### src/rtl/ram_rd_ctrl.sv
// rtl/ram_rd_ctrl.sv - two-pass spectrum RAM reader: peak search, then thresholded bin count and span
//
// Purpose:
//   Waits for the rising edge of the writer's completion flag, then scans the
//   spectrum RAM twice. Pass 1 finds the peak magnitude and the index of its
//   first occurrence. Pass 2 counts the bins at or above peak >> TH_SHIFT and
//   records their farthest distance from the carrier bin.
//
// Ports:
//   clk       system/FFT clock
//   rst       synchronous reset, active-high; aborts a run without a done pulse
//   start     writer completion flag (level); a run starts on its rising edge
//   rd_data   RAM read data, valid RD_LAT cycles after rd_en
//   rd_en     RAM read enable (registered)
//   rd_addr   RAM read address (registered), 0..NUM_BINS-1
//   busy      high from run start until done
//   done      one-cycle pulse when the results are valid
//   peak_mag  maximum magnitude
//   peak_idx  index of the first occurrence of the maximum
//   bin_cnt   number of bins with magnitude >= threshold
//   span      max |idx - CENTER_BIN| over the counted bins
module ram_rd_ctrl #(
  parameter int NUM_BINS   = 200,
  parameter int ADDR_W     = 8,
  parameter int DATA_W     = 16,
  parameter int RD_LAT     = 1,
  parameter int CENTER_BIN = 100,
  parameter int TH_SHIFT   = 2
) (
  input  logic              clk,
  input  logic              rst,
  input  logic              start,
  input  logic [DATA_W-1:0] rd_data,
  output logic              rd_en,
  output logic [ADDR_W-1:0] rd_addr,
  output logic              busy,
  output logic              done,
  output logic [DATA_W-1:0] peak_mag,
  output logic [ADDR_W-1:0] peak_idx,
  output logic [ADDR_W:0]   bin_cnt,
  output logic [ADDR_W-1:0] span
);

  localparam logic [2:0] S_IDLE   = 3'd0;
  localparam logic [2:0] S_PASS1  = 3'd1;
  localparam logic [2:0] S_DRAIN1 = 3'd2;
  localparam logic [2:0] S_CALC   = 3'd3;
  localparam logic [2:0] S_PASS2  = 3'd4;
  localparam logic [2:0] S_DRAIN2 = 3'd5;
  localparam logic [2:0] S_DONE   = 3'd6;

  localparam logic [ADDR_W-1:0] LAST_ADDR = ADDR_W'(NUM_BINS - 1);
  localparam logic [ADDR_W-1:0] CENTER    = ADDR_W'(CENTER_BIN);
  localparam logic [1:0]        LAT_LAST  = 2'(RD_LAT - 1);

  logic [2:0]        state;
  logic              start_d;
  logic [1:0]        lat_cnt;
  logic [DATA_W-1:0] threshold;

  // Valid/index pipelines matching the RAM latency: the last stage tags the
  // sample currently present on rd_data.
  logic [RD_LAT-1:0] vld_pipe;
  logic [ADDR_W-1:0] idx_pipe [RD_LAT];

  logic              trigger;
  logic              samp_vld;
  logic [ADDR_W-1:0] samp_idx;
  logic [ADDR_W-1:0] offset;

  assign trigger  = start & ~start_d;
  assign samp_vld = vld_pipe[RD_LAT-1];
  assign samp_idx = idx_pipe[RD_LAT-1];

  // Distance from the carrier bin, ordered so the subtraction never wraps.
  always_comb begin
    offset = '0;
    if (samp_idx >= CENTER) offset = samp_idx - CENTER;
    else                    offset = CENTER - samp_idx;
  end

  always_ff @(posedge clk) begin
    if (rst) begin
      state     <= S_IDLE;
      start_d   <= 1'b0;
      lat_cnt   <= '0;
      threshold <= '0;
      vld_pipe  <= '0;
      for (int i = 0; i < RD_LAT; i++) idx_pipe[i] <= '0;
      rd_en     <= 1'b0;
      rd_addr   <= '0;
      busy      <= 1'b0;
      done      <= 1'b0;
      peak_mag  <= '0;
      peak_idx  <= '0;
      bin_cnt   <= '0;
      span      <= '0;
    end else begin
      start_d <= start;
      done    <= 1'b0;

      vld_pipe[0] <= rd_en;
      idx_pipe[0] <= rd_addr;
      for (int i = 1; i < RD_LAT; i++) begin
        vld_pipe[i] <= vld_pipe[i-1];
        idx_pipe[i] <= idx_pipe[i-1];
      end

      // Returning samples: pass 1 data lands in PASS1/DRAIN1, pass 2 data in
      // PASS2/DRAIN2, because each drain lasts exactly the read latency.
      if (samp_vld) begin
        if (state == S_PASS1 || state == S_DRAIN1) begin
          // Strict compare keeps the lowest index on ties.
          if (rd_data > peak_mag) begin
            peak_mag <= rd_data;
            peak_idx <= samp_idx;
          end
        end else if (state == S_PASS2 || state == S_DRAIN2) begin
          if (rd_data >= threshold) begin
            bin_cnt <= bin_cnt + 1'b1;
            if (offset > span) span <= offset;
          end
        end
      end

      case (state)
        S_IDLE: begin
          if (trigger) begin
            state    <= S_PASS1;
            busy     <= 1'b1;
            rd_en    <= 1'b1;
            rd_addr  <= '0;
            peak_mag <= '0;
            peak_idx <= '0;
            bin_cnt  <= '0;
            span     <= '0;
          end
        end
        S_PASS1: begin
          if (rd_addr == LAST_ADDR) begin
            rd_en   <= 1'b0;
            rd_addr <= '0;
            state   <= S_DRAIN1;
          end else begin
            rd_addr <= rd_addr + 1'b1;
          end
        end
        S_DRAIN1: begin
          if (lat_cnt == LAT_LAST) begin
            lat_cnt <= '0;
            state   <= S_CALC;
          end else begin
            lat_cnt <= lat_cnt + 1'b1;
          end
        end
        S_CALC: begin
          threshold <= peak_mag >> TH_SHIFT;
          if (peak_mag == '0) begin
            // Nothing to threshold against: skip the second scan.
            state <= S_DONE;
            done  <= 1'b1;
            busy  <= 1'b0;
          end else begin
            state   <= S_PASS2;
            rd_en   <= 1'b1;
            rd_addr <= '0;
          end
        end
        S_PASS2: begin
          if (rd_addr == LAST_ADDR) begin
            rd_en   <= 1'b0;
            rd_addr <= '0;
            state   <= S_DRAIN2;
          end else begin
            rd_addr <= rd_addr + 1'b1;
          end
        end
        S_DRAIN2: begin
          if (lat_cnt == LAT_LAST) begin
            lat_cnt <= '0;
            state   <= S_DONE;
            done    <= 1'b1;
            busy    <= 1'b0;
          end else begin
            lat_cnt <= lat_cnt + 1'b1;
          end
        end
        S_DONE: begin
          state <= S_IDLE;
        end
        default: begin
          state <= S_IDLE;
        end
      endcase
    end
  end

endmodule
### config.mk
export PLATFORM = sky130hd
export DESIGN_NAME = ram_rd_ctrl
export DESIGN_NICKNAME = d
export VERILOG_FILES = /design/src/rtl/ram_rd_ctrl.sv
export SDC_FILE = /design/constraint.sdc
export NUM_CORES = 1
export LEC_CHECK = 0
export CORE_ASPECT_RATIO = 1.75
export CORE_MARGIN = 2
export CORE_UTILIZATION = 55
export CTS_BUF_LIST = sky130_fd_sc_hd__clkbuf_2 sky130_fd_sc_hd__clkbuf_4 sky130_fd_sc_hd__clkbuf_8
export DETAILED_ROUTE_END_ITERATION = 10
export GPL_ROUTABILITY_DRIVEN = 1
export PLACE_DENSITY = 0.81
export SLEW_MARGIN = 10
export SYNTH_ARGS = -nofsm -noshare
export SYNTH_HDL_FRONTEND = slang
export SYNTH_SLANG_ARGS = --single-unit
### constraint.sdc
create_clock -name clk -period 5.05 [get_ports clk]
set_input_delay 1.515 -clock clk [delete_from_list [all_inputs] [get_ports clk]]
set_output_delay 1.515 -clock clk [all_outputs]
set_load 0.05 [all_outputs]
==> results.md <==
Run status:
- The flow ran to the end, and the final reports show no timing, DRC or antenna violations.

Setup path:
- For the worst setup path, the data required time is 5340 ps.
- The critical path in this run is classified as input port to flip-flop.
- The number of cells traversed by the worst register-to-register path is 13.
- In this run the worst path has a maximum fanout of 29.
- The endpoint class of the critical path is a flip-flop.
- The worst register-to-register path begins at idx_pipe[0][2].
- STA classifies the critical path startpoint as an input port.
- The worst reg-to-reg setup slack is between 1500 and 2000 ps.
- The worst flop-to-flop path endpoint is span[6].
- Tracing the worst setup path back leads to its startpoint at rd_data[15].
- The data arrival time at the worst-slack endpoint is 4300 ps.

Final layout:
- From synthesis to final layout, the design area changed by 20.63%.
- The share of layout cells above drive strength 1 is around 5%.
- The post-layout net count is 694.
- The final design utilization is roughly two thirds.
- Leaving out filler cells and counting taps, the final layout contains between 700 and 800.
- The number of antenna diodes is 0.

Place:
- Before CTS, the worst setup slack after placement is 615.9 ps.
- The congestion estimate from routability-driven global placement came to between 0.9 and 1.
- The cell total after placement is a little over 700.
- Detailed placement ended at an HPWL of 8870 um.
- Buffers placed on the I/O ports in this run total 70.

Die:
- The floorplan step set the die height to 125.0 um.
- The floorplan step set the die width to 73.17 um.
- The placeable core region is around 0.008 sq mm.
- The I/O pin total is a little over 70.
- The starting utilization of the core area is a little under three fifths.
- The die covers between 0.009 and 0.01 sq mm.
- The floorplan row count is between 40 and 50.

Routing:
- The first-pass detailed-route iteration total is 5.
- In this run the remaining antenna-violating nets after routing total 0.
- The detailed-route vias per instance is 5.996.
- The overall via count from detail_route is 4,353.
- For this block, the routed nets add up to 11,970 um of wire.
- After detailed routing, the number of remaining DRC violations is 0.
- After detailed routing, the average wire length per cell comes to around 16 um.
- The detailed router finished its first iteration with between 300 and 400 violations.

Global route:
- The number of antenna violations at the first check in global routing came to 0.
- The all-layer global routing usage is about a quarter.
- Summed over all layers, the global routing overflow is 0.
- Entering global routing, the biggest net connects 60 pins.
- The number of global-route vias before repair is roughly 4.2k.
- The global-route wire length before repair is just under 20,000 um.

Hold path:
- The min-delay analysis places its worst path in the category flip-flop to flip-flop.
- The depth of the worst hold-timing path is 2.
- The path with the worst hold slack has its endpoint at threshold[4].
- The worst min-delay path startpoint is threshold[4].

Pwr:
- VDD sags by at most about 190 uV.
- For this design the static power due to leakage is between 1.5 and 2 nW.
- The total power density per cell area is around 270 mW/mm^2.

STA:
- The setup skew after layout is 7.065 ps.
- The final setup violation count is 0.
- The maximum clock rate is around 250 MHz.
- Setup repair after global routing left no endpoint under its margin.
- The count of endpoints failing hold in the final timing report is 0.
- The clock period could shrink to 4014 ps.
- The slew at the pin with the worst max-slew slack is 984.1 ps.
- Adding up every negative setup slack in the final design gives 0 ps.
- In this run the tightest slew margin relative to its limit is approximately 34%.
- The final count of pins violating max slew was 0.
- Dividing the final minimum period by the clock period gives between 70% and 80%.
- The setup slack of the critical path after layout is just over 1000 ps.

Synth:
- The average instance area after synthesis is roughly 8.1 sq um.
- Synthesis produced a netlist with a net count of approximately 640.
- In the synthesized netlist the dominant register cell turns out to be dfxtp_1.
- The synthesized design contains 0 enable-type register cells.
- The number of distinct library cells after synthesis is 64.
- In this run, synthesis produced a sequential element count of just over 80.
- Yosys printed 0 warnings.
- The share of synthesized area occupied by flip-flops and latches is 35.22%.
- The async set-or-reset flop fraction in the synthesized netlist is 0%.
- In the synthesized netlist, the number of instances is around 570.
- After synthesis the cells add up to roughly 0.0046 sq mm.

Clock tree:
- The cell sitting at the root of the clock tree is a clkbuf_8.
- The hold buffer count at CTS is 0.
- Clock latency on the worst-skew pair, taken at its later pin, is ~360 ps.
- The clock tree from TritonCTS is built.
- The TritonCTS buffer count is 9.
- The clock sink count is slightly above 80.
- The H-tree depth is 3.
- The number of buffers between clock root and the deepest sink is 2.
- Once the clock tree was built, the setup fixing pass inserted 0 buffers.
- In this run, post-CTS repair resized a total of 0 instances.
- The clock transition at the registers of the reported paths is 80 ps.

Job:
- Across the run, the number of max-cap violations was 0.
## synth_stat cells, types with 6 or more instances
master / n / share of area, %
o21ai_0: 37 / 4.0
inv_1: 44 / 3.6
dfxtp_1: 81 / 35
o31ai_1: 6 / 0.98
nor4_1: 6 / 0.82
ha_1: 46 / 12
buf_2: 6 / 0.65
mux2i_1: 6 / 1.3
nor3_1: 6 / 0.65
clkbuf_1: 12 / 0.98
nand3_1: 28 / 3.0
xnor2_1: 10 / 1.9
nor2_1: 31 / 2.5
and2_1: 6 / 0.82
nor2b_1: 15 / 2.0
nand2_1: 84 / 6.8
a21oi_1: 48 / 5.2
nand4_1: 10 / 1.4
nand2b_1: 9 / 1.2
## worst max-delay path by stage
stage	to	slack, ps	cells past startpoint
floorplan	peak_mag[0]	1870	9
CTS	peak_mag[10]	990	9
global placement	peak_mag[8]	720	9
global route	peak_mag[15]	730	9
detailed placement	peak_mag[13]	620	9
finish	peak_mag[13]	1040	9
## layer usage
metal | vias to the layer above | part of all wire, % | global-route usage [%]
li1 | 2107 | - | -
met1 | 2070 | 38 | 27.94
met2 | 139 | 54 | 47.96
met3 | 37 | 4.3 | 4.593
met4 | 0 | 3.4 | 14.81
met5 | - | 0 | 0
## cells by family after synthesis
| kind of cell | synth area share, % |
|---|---|
| AND/OR/NAND/NOR | 23.34 |
| AO/OA/AOI/OAI | 18.48 |
| flip-flops | 35.22 |
| buffers and inverters | 6.630 |
| adder cells (fa/ha/maj) | 12.50 |
| XOR/XNOR | 2.283 |
| multiplexers | 1.549 |
## final cells by class
cell class                 instances  area [sq um]
clock buffer                      11         138.9
fill                             689          2649
inverter                          45         168.9
timing repair buffer              73         735.7
tap                               92         115.1
sequential                        81          1622
multi-input combinational        419          2694
clock inverter                     5         80.08
## state kept, by name, summed over array words and instances (netlist names)
name,count
lat_cnt,2
threshold,14
span,8
state,3
rd_addr,8
peak_idx,8
peak_mag,16
done,1
busy,1
rd_en,1
bin_cnt,9
start_d,1
samp_vld,1
idx_pipe,8
## layout by cell type (no fill, tap or decap), drive strengths merged, types with 3 or more instances in the layout
cell and count:
a211o 5, a211oi 5, a21oi 48, a22oi 4, a31o 4, and2 7, and4 4, buf 3
clkbuf 11, clkdlybuf4s50 70, dfxtp 81, ha 46, inv 45, mux2i 6, nand2 85, nand2b 10
nand3 28, nand4 10, nor2 31, nor2b 15, nor3 6, nor4 7, o211ai 3, o21ai 39
o22ai 5, o31ai 7, xnor2 10
## report_power, final
| group | switching [W] | internal, W | total, W | leakage (nW) |
|---|---|---|---|---|
| Combinational | 0.000185 | 0.000115 | 0.000299 | 1.24 |
| Sequential | 0.0000345 | 0.000659 | 0.000694 | 0.654 |
| Clock | 0.000241 | 0.000289 | 0.000530 | 0.106 |
| Total | 0.000461 | 0.00106 | 0.00152 | 2.00 |
## critical path: stages
cell and delay, ps:
clkdlybuf4s50_1 500, ha_1 370, nand4_1 130, nor2_1 50
a221o_1 330, o31ai_4 860, buf_4 360, nand3_1 100
o21ai_0 80
## per-stage QoR
stage                     hold slack (ps)  instance area, sq um  power [W]
after floorplan                     436.3                  4604  0.0009140
after global placement              442.8                  5315  0.0009909
after detailed placement            448.3                  5315   0.001001
after CTS                           459.7                  5534   0.001524
after global routing                492.4                  5554   0.001593
final                               458.2                  5554   0.001523
Power figures use the tool's default switching activity.
